### src/rtl/miner_axis_pkg.sv
// Shared constants and types for the miner AXI4-Stream front end.
// Word indices follow the 80-byte Bitcoin block header layout in 32-bit words.
package miner_axis_pkg;

  localparam int HDR_WORDS = 20;
  localparam int WCNT_W    = 5;

  localparam logic [WCNT_W-1:0] VERSION_IDX = 5'd0;
  localparam logic [WCNT_W-1:0] PREV_IDX    = 5'd1;
  localparam logic [WCNT_W-1:0] MERKLE_IDX  = 5'd9;
  localparam logic [WCNT_W-1:0] TIME_IDX    = 5'd17;
  localparam logic [WCNT_W-1:0] NBITS_IDX   = 5'd18;
  localparam logic [WCNT_W-1:0] NONCE_IDX   = WCNT_W'(HDR_WORDS - 1);

  typedef enum logic [1:0] {
    IDLE    = 2'd0,
    COLLECT = 2'd1,
    HOLD    = 2'd2
  } hdr_rx_state_t;

endpackage

### src/rtl/axis_blk_hdr_rx.sv
// AXI4-Stream slave collecting a 20-word block header into parallel fields.
// Optional TLAST framing check enabled by defining AXIS_HDR_TLAST_CHECK_EN.
//
// state   | meaning
// IDLE    | wcnt=0, waiting for header word 0
// COLLECT | accepting words 1..19
// HOLD    | header complete, hdr_valid=1, stream stalled until hdr_ready
module axis_blk_hdr_rx
  import miner_axis_pkg::*;
#(
  parameter int DATA_WIDTH = 32
) (
  input  logic                  aclk,
  input  logic                  areset,
  input  logic [DATA_WIDTH-1:0] s_axis_tdata,
  input  logic                  s_axis_tvalid,
  output logic                  s_axis_tready,
  input  logic                  s_axis_tlast,
  output logic [31:0]           blk_version,
  output logic [255:0]          prev_blk_header_hash,
  output logic [255:0]          merkle_root_hash,
  output logic [31:0]           blk_time,
  output logic [31:0]           blk_nbits,
  output logic [31:0]           blk_nonce,
  output logic                  hdr_valid,
  input  logic                  hdr_ready,
  output logic [7:0]            hdr_err_cnt
);

  generate
    if (DATA_WIDTH != 32) begin : g_bad_width
      $error("axis_blk_hdr_rx supports DATA_WIDTH=32 only");
    end
  endgenerate

  hdr_rx_state_t     state_q, state_d;
  logic [WCNT_W-1:0] wcnt_q, wcnt_d;
  logic              xfer;
  logic              frame_err;
  logic              load_en;

  logic [31:0]       version_q, time_q, nbits_q, nonce_q;
  logic [7:0][31:0]  prev_q, merkle_q;
  logic [2:0]        prev_j, merkle_j;

  assign s_axis_tready = !areset && (state_q != HOLD);
  assign hdr_valid     = (state_q == HOLD);
  assign xfer          = s_axis_tvalid && s_axis_tready;

`ifdef AXIS_HDR_TLAST_CHECK_EN
  logic [7:0] err_cnt_q;

  // TLAST must be set on the nonce word and only there.
  assign frame_err   = xfer && (s_axis_tlast != (wcnt_q == NONCE_IDX));
  assign hdr_err_cnt = err_cnt_q;

  always_ff @(posedge aclk) begin
    if (areset) begin
      err_cnt_q <= '0;
    end else if (frame_err && (err_cnt_q != 8'hFF)) begin
      err_cnt_q <= err_cnt_q + 8'd1;
    end
  end
`else
  logic unused_tlast;

  assign unused_tlast = s_axis_tlast;
  assign frame_err    = 1'b0;
  assign hdr_err_cnt  = '0;
`endif

  always_ff @(posedge aclk) begin
    if (areset) begin
      state_q <= IDLE;
      wcnt_q  <= '0;
    end else begin
      state_q <= state_d;
      wcnt_q  <= wcnt_d;
    end
  end

  always_comb begin
    state_d = state_q;
    wcnt_d  = wcnt_q;
    load_en = 1'b0;
    case (state_q)
      IDLE, COLLECT: begin
        if (xfer) begin
          if (frame_err) begin
            state_d = IDLE;
            wcnt_d  = '0;
          end else begin
            load_en = 1'b1;
            if (wcnt_q == NONCE_IDX) begin
              state_d = HOLD;
            end else begin
              state_d = COLLECT;
              wcnt_d  = wcnt_q + 5'd1;
            end
          end
        end
      end
      HOLD: begin
        if (hdr_ready) begin
          state_d = IDLE;
          wcnt_d  = '0;
        end
      end
      default: begin
        state_d = IDLE;
        wcnt_d  = '0;
      end
    endcase
  end

  // First word of a hash field lands in the most significant slot.
  assign prev_j   = 3'(wcnt_q - PREV_IDX);
  assign merkle_j = 3'(wcnt_q - MERKLE_IDX);

  always_ff @(posedge aclk) begin
    if (areset) begin
      version_q <= '0;
      prev_q    <= '0;
      merkle_q  <= '0;
      time_q    <= '0;
      nbits_q   <= '0;
      nonce_q   <= '0;
    end else if (load_en) begin
      if (wcnt_q == VERSION_IDX) begin
        version_q <= s_axis_tdata;
      end else if (wcnt_q < MERKLE_IDX) begin
        prev_q[3'd7 - prev_j] <= s_axis_tdata;
      end else if (wcnt_q < TIME_IDX) begin
        merkle_q[3'd7 - merkle_j] <= s_axis_tdata;
      end else if (wcnt_q == TIME_IDX) begin
        time_q <= s_axis_tdata;
      end else if (wcnt_q == NBITS_IDX) begin
        nbits_q <= s_axis_tdata;
      end else begin
        nonce_q <= s_axis_tdata;
      end
    end
  end

  assign blk_version          = version_q;
  assign prev_blk_header_hash = prev_q;
  assign merkle_root_hash     = merkle_q;
  assign blk_time             = time_q;
  assign blk_nbits            = nbits_q;
  assign blk_nonce            = nonce_q;

endmodule

### config.mk
export PLATFORM = sky130hd
export DESIGN_NAME = axis_blk_hdr_rx
export DESIGN_NICKNAME = d
export VERILOG_FILES = /design/src/rtl/miner_axis_pkg.sv /design/src/rtl/axis_blk_hdr_rx.sv
export SDC_FILE = /design/constraint.sdc
export NUM_CORES = 1
export LEC_CHECK = 0
export BUFFER_PORTS_ARGS = -buffer_cell sky130_fd_sc_hd__buf_2
export CAP_MARGIN = 20
export CORE_AREA = 2 2 266 268
export DETAILED_ROUTE_END_ITERATION = 8
export DIE_AREA = 0 0 268 270
export GPL_TIMING_DRIVEN = 0
export PLACE_DENSITY_LB_ADDON = 0.05
export SLEW_MARGIN = 20
export SYNTH_ARGS = -nofsm -noshare
export SYNTH_HDL_FRONTEND = slang
export SYNTH_SLANG_ARGS = --single-unit
### constraint.sdc
create_clock -name aclk -period 3.2 [get_ports aclk]
set_input_delay 0.64 -clock aclk [delete_from_list [all_inputs] [get_ports aclk]]
set_output_delay 0.64 -clock aclk [all_outputs]
set_load 0.05 [all_outputs]
==> results.cfg, run 1 <==
[worst_hold_path]
holdCritPathClass = primary input to register
min_to = blk_version[18]
min_path_cells = 3
holdCritStartpoint = s_axis_tdata[18]

[route]
routedWlPerCell_um = 23.8
vias_per_cell = 4.80
ant_nets = 0
drt_pass1_iterations = 5
route.vias.total = 19756
drt-total-wl_mm = 98.1
drc = 0
drt_iter0_markers = 1049

[pwr]
power.switching_w = 0.00409
cellPowerDensity_nw_per_um2 = 540
p_int_w = 0.0133
p_leak_nw = 15.4
irDropWorstVdd_uv = 351
p_comb_share_pct = 5.4
power.share.switching_pct = 23.5
clkPwrFrac_pct = 47.9
seqPwrFrac_pct = 46.7

[sta]
worst_pin_slew_ps = 1010
clock_skew_ps = 19.8
timing.hold.ws_ps = 322
finalHoldViolCount = 0
setup_viol = 0
fmax_ghz = 0.326
rsz0062_at_grt = no
layout_min_cycle_time_ps = 3070
slew_violations = 0
finalCritPeriodShare_pct = 95.8
max-slew-margin-rel_pct = 32.8
layout_setup_ws_ps = 134

[floorplan]
die_area_um2 = 72400
die_h_um = 270
rows = 97
dieWidth_um = 268
initial_core_util_pct = 36.2
ioPinCount = 687
core_area_um2 = 69500

[synthesis]
synth.area.top_cells = dfxtp_1 (51%), mux2i_1 (22%), nand2b_1 (14%)
synthCells = 2365
synth_edf_count = 0
synth_largest_area_cell = dfxtp_1
synth.distinct_cells = 52
ys_ff_latch = 647
ys_seq_area_share_pct = 51.4
synthArstFlopShare_pct = 0
syn_area_per_cell_um2 = 10.7
netlist_area_um2 = 25200
yosys_most_used_dff = dfxtp_1
synth_top_area_share_pct = 51.4
yosysWarnings = 0

[placed_design]
io_buffers = 677
hpwlAfterDp_mm = 75.0
gp_congestion = 0.831
dp_cells = 3989
place_ws_ps = -996

[critical_path]
r2r-start = wcnt_q[0]
critical_path_class = primary input to output pin
required_ps = 2560
reg2reg_slack_ps = 260
crit_path_start_kind = primary input
timing.rr.end = prev_blk_header_hash[166]
crit_fanout = 25
cp-end-kind = output pin
cp_data_arrival_time_ps = 2430
r2r_cells = 8

[cells_and_area]
utilization_pct = 46.3
area_delta_synth_final_pct = 27.8
fin_nets = 3167
instances_no_fill = 4120
n_fill_cell = 6808
drive_gt1_share_pct = 27.9

[grt]
grt_pass1_wl_mm = 139
gr-total-overflow = 0
grt_max_degree = 26
grt_pass1_vias = 19852
groute.usage.overall_pct = 26.3
antenna_found_initial = 1

[clock_tree]
htreeDepth = 3
cts_root_buf = clkbuf_16
path_clk_slew_ps = 60
clock_latency_ps = 610
cts_sinks = 647
clock_path_buffers = 3
cts_tree = yes
numCtsBuffers = 73

[run_status]
outcome = finished clean

[job]
cap_viol_max_count = 0
[metrics by stage]
step                      area (um^2)  setup TNS [ps]  power, W
final                           32200               0    0.0174
after global routing            32200               0    0.0179
after CTS                       32200               0    0.0176
after detailed placement        29800          -28070   0.00924
after global placement          29800          -22170   0.00923
after floorplan                 25200               0   0.00886
[worst max path at each step]
stage | start | endpoint | slack, ps
2_1_floorplan | areset | s_axis_tready | 500
3_3_place_gp | areset | s_axis_tready | -970
3_5_place_dp | areset | s_axis_tready | -1000
4_1_cts | wcnt_q[0] | merkle_root_hash[44] | 30
5_1_grt | areset | s_axis_tready | 50
6_report | areset | s_axis_tready | 130
[state kept, by name (all words and copies together), names as in the netlist]
signal	flops
blk_nonce	32
merkle_root_hash	256
state_q	2
blk_nbits	32
wcnt_q	5
blk_time	32
blk_version	32
prev_blk_header_hash	256
[layout by cell type (no fill, tap or decap), types with 3 or more instances in the layout]
cell	n
nor2_1	10
diode_2	4
nand2_1	196
dfxtp_1	647
buf_4	31
conb_1	8
inv_6	3
buf_6	16
ha_1	4
buf_1	17
buf_12	11
nor2_2	4
and3_1	3
buf_2	690
clkbuf_8	21
nand2b_1	579
clkinv_2	6
nand3_1	4
nand4_1	5
clkbuf_1	157
inv_1	3
clkbuf_16	75
mux2i_1	544
a21oi_1	97
[cells in the mapped netlist (all sizes together), types with 4 or more instances]
master,count
a21oi,97
buf,84
clkbuf,143
dfxtp,647
ha,4
mux2i,545
nand2,196
nand2b,580
nand3,7
nand4,8
nor2,15
nor3,4
[worst max-delay path: stages]
cell and delay, ps:
buf_2 500, clkbuf_2 420, clkbuf_1 490, nor2_1 100, buf_2 250
[power groups by stage]
stage	Clock, W	Sequential (W)	Combinational [W]
2_1_floorplan	0	0.00841	0.000444
3_3_place_gp	0	0.00829	0.000942
3_5_place_dp	0	0.00829	0.000951
4_1_cts	0.00852	0.00811	0.000952
5_1_grt	0.00883	0.00812	0.000997
6_report	0.00832	0.00812	0.000946
[kinds of logic (layout without fill, tap and decap cells)]
kind of cell,Yosys count,after routing,share of synthesized area (%)
xor gates and xnor gates,5,5,0.278
adders and majority gates,4,4,0.199
and+or+nand+nor,828,828,19.1
buffers and inverters,230,1034,5.03
AOI/OAI and AO/OA,104,104,2.16
muxes,546,546,21.8
DFF,647,647,51.4
other,1,12,0.0149
[area by class of cell]
cell class                 instances  area [um^2]  area share, %
tap                              940         1180           3.65
antenna                            4         10.0         0.0311
inverter                           3         11.3         0.0350
buffer                           225         1250           3.88
sequential                       647        13000           40.2
multi-input combinational       1495        11000           34.2
clock buffer                     113         2230           6.93
timing repair buffer             681         3430           10.7
clock inverter                    12          124          0.385
[what timing repair did]
item,in CTS,in global routing
pin swaps,1,1
setup buffers,2,2
gates cloned,0,0
hold buffers,0,0
setup endpoints to repair,33,30
gates resized for setup,3,0
[per-layer routing]
layer  vias up  global-route usage [%]  part of all wire [%]  wire, um
met3       142                    7.08                   7.1      6980
met4         2                    9.61                   3.5      3410
met5         -                       0                0.0071         7
met1      9761                    32.2                    42     41100
li1       9251                       -                     -         -
met2       600                    44.1                    47     46500
No activity file was read; power rests on OpenSTA's default activity.
==> run 2: changes to the inputs <==
CORE_AREA = not set   (was 2 2 266 268)
CORE_MARGIN = 2   (was not set)
CORE_UTILIZATION = 30   (was not set)
DIE_AREA = not set   (was 0 0 268 270)
RECOVER_POWER = 25   (was not set)
==> results.cfg, run 2 (same netlist as run 1, synthesis figures left out) <==
[run_status]
outcome = finished clean

[sta]
worst_pin_slew_ps = 1160
setup_viol = 0
max-slew-margin-rel_pct = 22.4
layout_min_cycle_time_ps = 3040
slew_violations = 0
timing.hold.ws_ps = 307
rsz0062_at_grt = yes
fmax_ghz = 0.329
finalHoldViolCount = 0
tns_ps = 0
finalCritPeriodShare_pct = 94.9
clock_skew_ps = 26.4

[cells_and_area]
area_delta_synth_final_pct = 27.8
ff_latch_area_um2 = 13000
multi_input_area_um2 = 11000
final_common_cell = dfxtp_1
n_fill_cell = 8564
final_cell_mix = dfxtp_1 (647), nand2b_1 (579), mux2i_1 (544)
fin_nets = 3173
drive_gt1_share_pct = 18.4

[floorplan]
dieWidth_um = 294
ioPinCount = 687
rows = 106
core_area_um2 = 83400
die_area_um2 = 86300
die_h_um = 294
initial_core_util_pct = 30.2

[grt]
gr-total-overflow = 0
grt_util_met2_pct = 39.4
grt.busiest_layer = met2
groute.usage.overall_pct = 23.5
use_met1_pct = 28.6
grt_max_degree = 26
use_met3_pct = 6.03
grt_pass1_wl_mm = 146
grt_pass1_vias = 20009
antenna_found_initial = 11

[critical_path]
cp_data_arrival_time_ps = 3560
crit_path_start_kind = register
crit_fanout = 10
cp-end-kind = register
required_ps = 3720
critical_path_class = register to register
r2r_cells = 8

[pwr]
power.share.switching_pct = 24.0
seqPwrFrac_pct = 45.4
p_int_w = 0.0136
power.switching_w = 0.00430
total_power_w = 0.0179
p_comb_share_pct = 5.4
irDropWorstVdd_uv = 329
clkPwrFrac_pct = 49.2
cellPowerDensity_nw_per_um2 = 555
p_leak_nw = 14.1

[route]
routedWlPerCell_um = 24.4
drt_iter0_markers = 841
drt-total-wl_mm = 104
route.vias.total = 19524
vias_per_cell = 4.57
ant_nets = 0
drc = 0
drt_pass1_iterations = 5

[clock_tree]
clock_path_buffers = 3
hold_buffers = 0
path_clk_slew_ps = 60
numCtsBuffers = 76
cts_root_buf = clkbuf_16
htreeDepth = 3
clock_latency_ps = 630
cts_sinks = 647
cts_tree = yes

[placed_design]
hpwlAfterDp_mm = 79.2
io_buffers = 677
gp_congestion = 0.811

[job]
cap_viol_max_count = 0

[worst_hold_path]
holdCritPathClass = primary input to register
min_path_cells = 3
[run 2: cell types whose count changed in the layout (fill, tap and decap cells not counted), moves of 2 or more]
cell,before,now
clkbuf_1,157,468
buf_2,690,380
clkbuf_16,75,79
clkinv_2,6,10
diode_2,4,8
buf_4,31,33
clkinv_8,0,2
nor2_2,4,2
nor2_4,1,3
[run 2: power groups by stage]
stage	logic (W)	registers (W)	clock network, W
floorplan	0.000444	0.00841	0
global placement	0.000971	0.00829	0
detailed placement	0.000980	0.00829	0
CTS	0.000980	0.00811	0.00905
global route	0.00102	0.00812	0.00938
finish	0.000963	0.00812	0.00879
[run 2: area by class of cell]
| class | count | share of cell area, % |
|---|---|---|
| antenna | 8 | 0.0622 |
| buffer | 225 | 3.88 |
| clock buffer | 117 | 7.21 |
| clock inverter | 17 | 0.591 |
| inverter | 3 | 0.0350 |
| multi-input combinational | 1495 | 34.2 |
| sequential | 647 | 40.2 |
| tap | 1080 | 4.20 |
| timing repair buffer | 684 | 9.57 |
[run 2: timing repair]
action                     CTS  global route
setup buffers                2             5
hold endpoints to repair     0             0
pin swaps                    1             2
gates resized for setup      1             5
setup endpoints to repair   61           121
[run 2: metrics by stage]
stage | util (%) | instances | setup WS (ps) | area, um^2
global placement | 35.9 | 4129 | -876 | 30000
detailed placement | 35.9 | 4129 | -863 | 30000
floorplan | - | 2372 | 502 | 25200
global route | 38.6 | 4269 | -29.9 | 32200
CTS | 38.9 | 4263 | 4.88 | 32500
finish | 38.6 | 4276 | 164 | 32200
[run 2: layer usage]
layer | vias to the layer above | wire [um]
li1 | 9288 | -
met1 | 9511 | 44400
met2 | 560 | 49800
met3 | 161 | 6130
met4 | 4 | 4150
met5 | - | 22
[run 2: worst paths after layout]
check	endpoint	slack, ps	from
worst min register to register	blk_nbits[20]	450	blk_nbits[20]
worst max register to register	prev_blk_header_hash[46]	160	wcnt_q[0]
worst max-delay path	prev_blk_header_hash[46]	160	wcnt_q[0]
worst min-delay path	blk_nbits[26]	310	s_axis_tdata[26]
[run 2: worst max-delay path, cell delays in order (launching register included)]
cell	delay, ps
dfxtp_1	430
buf_2	260
inv_1	150
ha_1	370
nor4b_2	230
or3_1	390
nor2_2	500
buf_4	380
mux2i_1	220
==> run 3: changes to the inputs <==
CORE_AREA = 2 2 270 272   (was not set)
CORE_MARGIN = not set   (was 2)
CORE_UTILIZATION = not set   (was 30)
DIE_AREA = 0 0 272 274   (was not set)
==> results.cfg, run 3 (same netlist as run 1, synthesis figures left out) <==
[pwr]
cellPowerDensity_nw_per_um2 = 542
total_power_w = 0.0172
p_leak_nw = 13.9
irDropWorstVdd_uv = 399

[critical_path]
crit_path_start_kind = primary input
critical_path.most_common_cell = buf_2
critical_path_class = primary input to output pin
crit_end = s_axis_tready
max_stage_delay_ps = 530
cp-end-kind = output pin
startpoint = areset
required_ps = 2560
r2r-start = wcnt_q[0]
timing.rr.end = prev_blk_header_hash[196]
reg2reg_slack_ps = 220
cp_slowest_cell = buf_2
path_depth = 5
path_buf_inv = 4
crit_chain = buf_2 > clkbuf_2 > clkbuf_1 > nor2_1 > buf_2
r2r_cells = 8
crit_family = buffers and inverters
crit_fanout = 25
cp_data_arrival_time_ps = 2410

[placed_design]
io_buffers = 677
gp_congestion = 0.831
hpwlAfterDp_mm = 76.2
dp_cells = 4008

[clock_tree]
cts_sinks = 647
cts_root_buf = clkbuf_16
numCtsBuffers = 74
cts_tree = yes
path_clk_slew_ps = 60
clock_latency_ps = 620
clock_path_buffers = 3
htreeDepth = 3
hold_buffers = 0

[cells_and_area]
final_cell_mix = dfxtp_1 (647), nand2b_1 (579), mux2i_1 (544)
fin_nets = 3166
n_fill_cell = 7211
instances_no_fill = 4136
area_delta_synth_final_pct = 25.9
final_common_cell = dfxtp_1
drive_gt1_share_pct = 17.7

[floorplan]
die_area_um2 = 74500
ioPinCount = 687
rows = 99
die_h_um = 274
core_area_um2 = 72000
initial_core_util_pct = 35.0
dieWidth_um = 272

[route]
drc = 0
drt_pass1_iterations = 4
drt_iter0_markers = 953
drt-total-wl_mm = 101
vias_per_cell = 4.76
route.vias.total = 19684
ant_nets = 0
routedWlPerCell_um = 24.3

[sta]
slew_violations = 0
finalHoldViolCount = 0
finalCritPeriodShare_pct = 95.4
max-slew-margin-rel_pct = 24.1
worst_pin_slew_ps = 1140
tns_ps = 0
clock_skew_ps = 23.7
rsz0062_at_grt = no
timing.hold.ws_ps = 320
fmax_ghz = 0.327
setup_viol = 0
layout_min_cycle_time_ps = 3050

[grt]
gr-total-overflow = 0
grt_max_degree = 26
antenna_found_initial = 6
grt_pass1_wl_mm = 141
grt_pass1_vias = 19905
groute.usage.overall_pct = 25.9

[run_status]
outcome = finished clean

[worst_hold_path]
min_path_cells = 3
holdCritPathClass = primary input to register

[job]
cap_viol_max_count = 0
## run 3: cell count changes in the layout (fill, tap and decap cells not counted), moves of 2 or more
| cell | previous run | this run |
|---|---|---|
| nor2_4 | 3 | 1 |
| diode_2 | 8 | 5 |
| nor2_2 | 2 | 4 |
| buf_4 | 33 | 29 |
| clkbuf_16 | 79 | 75 |
| bufinv_16 | 3 | 1 |
| clkbuf_1 | 468 | 478 |
| buf_2 | 380 | 372 |
| clkinv_8 | 2 | 0 |
| clkbuf_8 | 20 | 16 |
| clkinv_2 | 10 | 7 |
## run 3: power breakdown
| part | leakage, nW | internal, W | switching (W) |
|---|---|---|---|
| sequential | 5.21 | 0.00809 | 0.0000225 |
| combinational | 7.58 | 0.000258 | 0.000690 |
| clock | 1.12 | 0.00474 | 0.00340 |
| total | 13.9 | 0.0131 | 0.00411 |
## run 3: worst min-delay path by stage
stage / startpoint / endpoint / slack (ps)
after floorplan: state_q[0] / state_q[0] / 490
after global placement: blk_version[30] / blk_version[30] / 440
after detailed placement: blk_nbits[27] / blk_nbits[27] / 450
after global routing: s_axis_tdata[15] / blk_version[15] / 320
after CTS: s_axis_tdata[2] / blk_version[2] / 290
final: s_axis_tdata[8] / blk_version[8] / 320
## run 3: timing repair
item,4_1_cts,5_1_grt
buffers inserted,2,0
gates resized for setup,3,0
setup endpoints to repair,56,0
endpoints found under the hold margin,0,0
## run 3: cell type report
cell class,count,area (um^2),area share (%)
Antenna cell,5,12.5,0.0395
Multi-Input combinational cell,1495,11000,34.7
Sequential cell,647,13000,40.8
Buffer,225,1250,3.94
Clock inverter,12,98.8,0.312
Timing Repair Buffer,679,3020,9.52
Tap cell,959,1200,3.78
Inverter,3,11.3,0.0355
Clock buffer,111,2170,6.85
## run 3: per-layer routing
metal  global-route usage, %  wire, um  share of wire (%)  vias to the layer above
li1                        -         -                  -                     9260
met1                    31.7     42400                 42                     9673
met2                    43.3     47300                 47                      570
met3                    6.97      6790                6.7                      177
met4                    10.5      4050                4.0                        4
met5                       0        27              0.027                        -
## run 3: worst register-to-register path: stages, from the launching register on
cell and delay, ps:
dfxtp_1 430, buf_2 260, inv_1 140, ha_1 360, xnor2_2 420, nand3_1 200
nor2_2 490, buf_4 360, mux2i_1 240
## run 3: stage by stage
step	util [%]	area (um^2)	worst slack, ps
finish	44.1	31700	147
global route	44.1	31700	3.88
CTS	44.6	32100	138
detailed placement	41.4	29800	-884
global placement	41.4	29800	-886
floorplan	-	25200	502
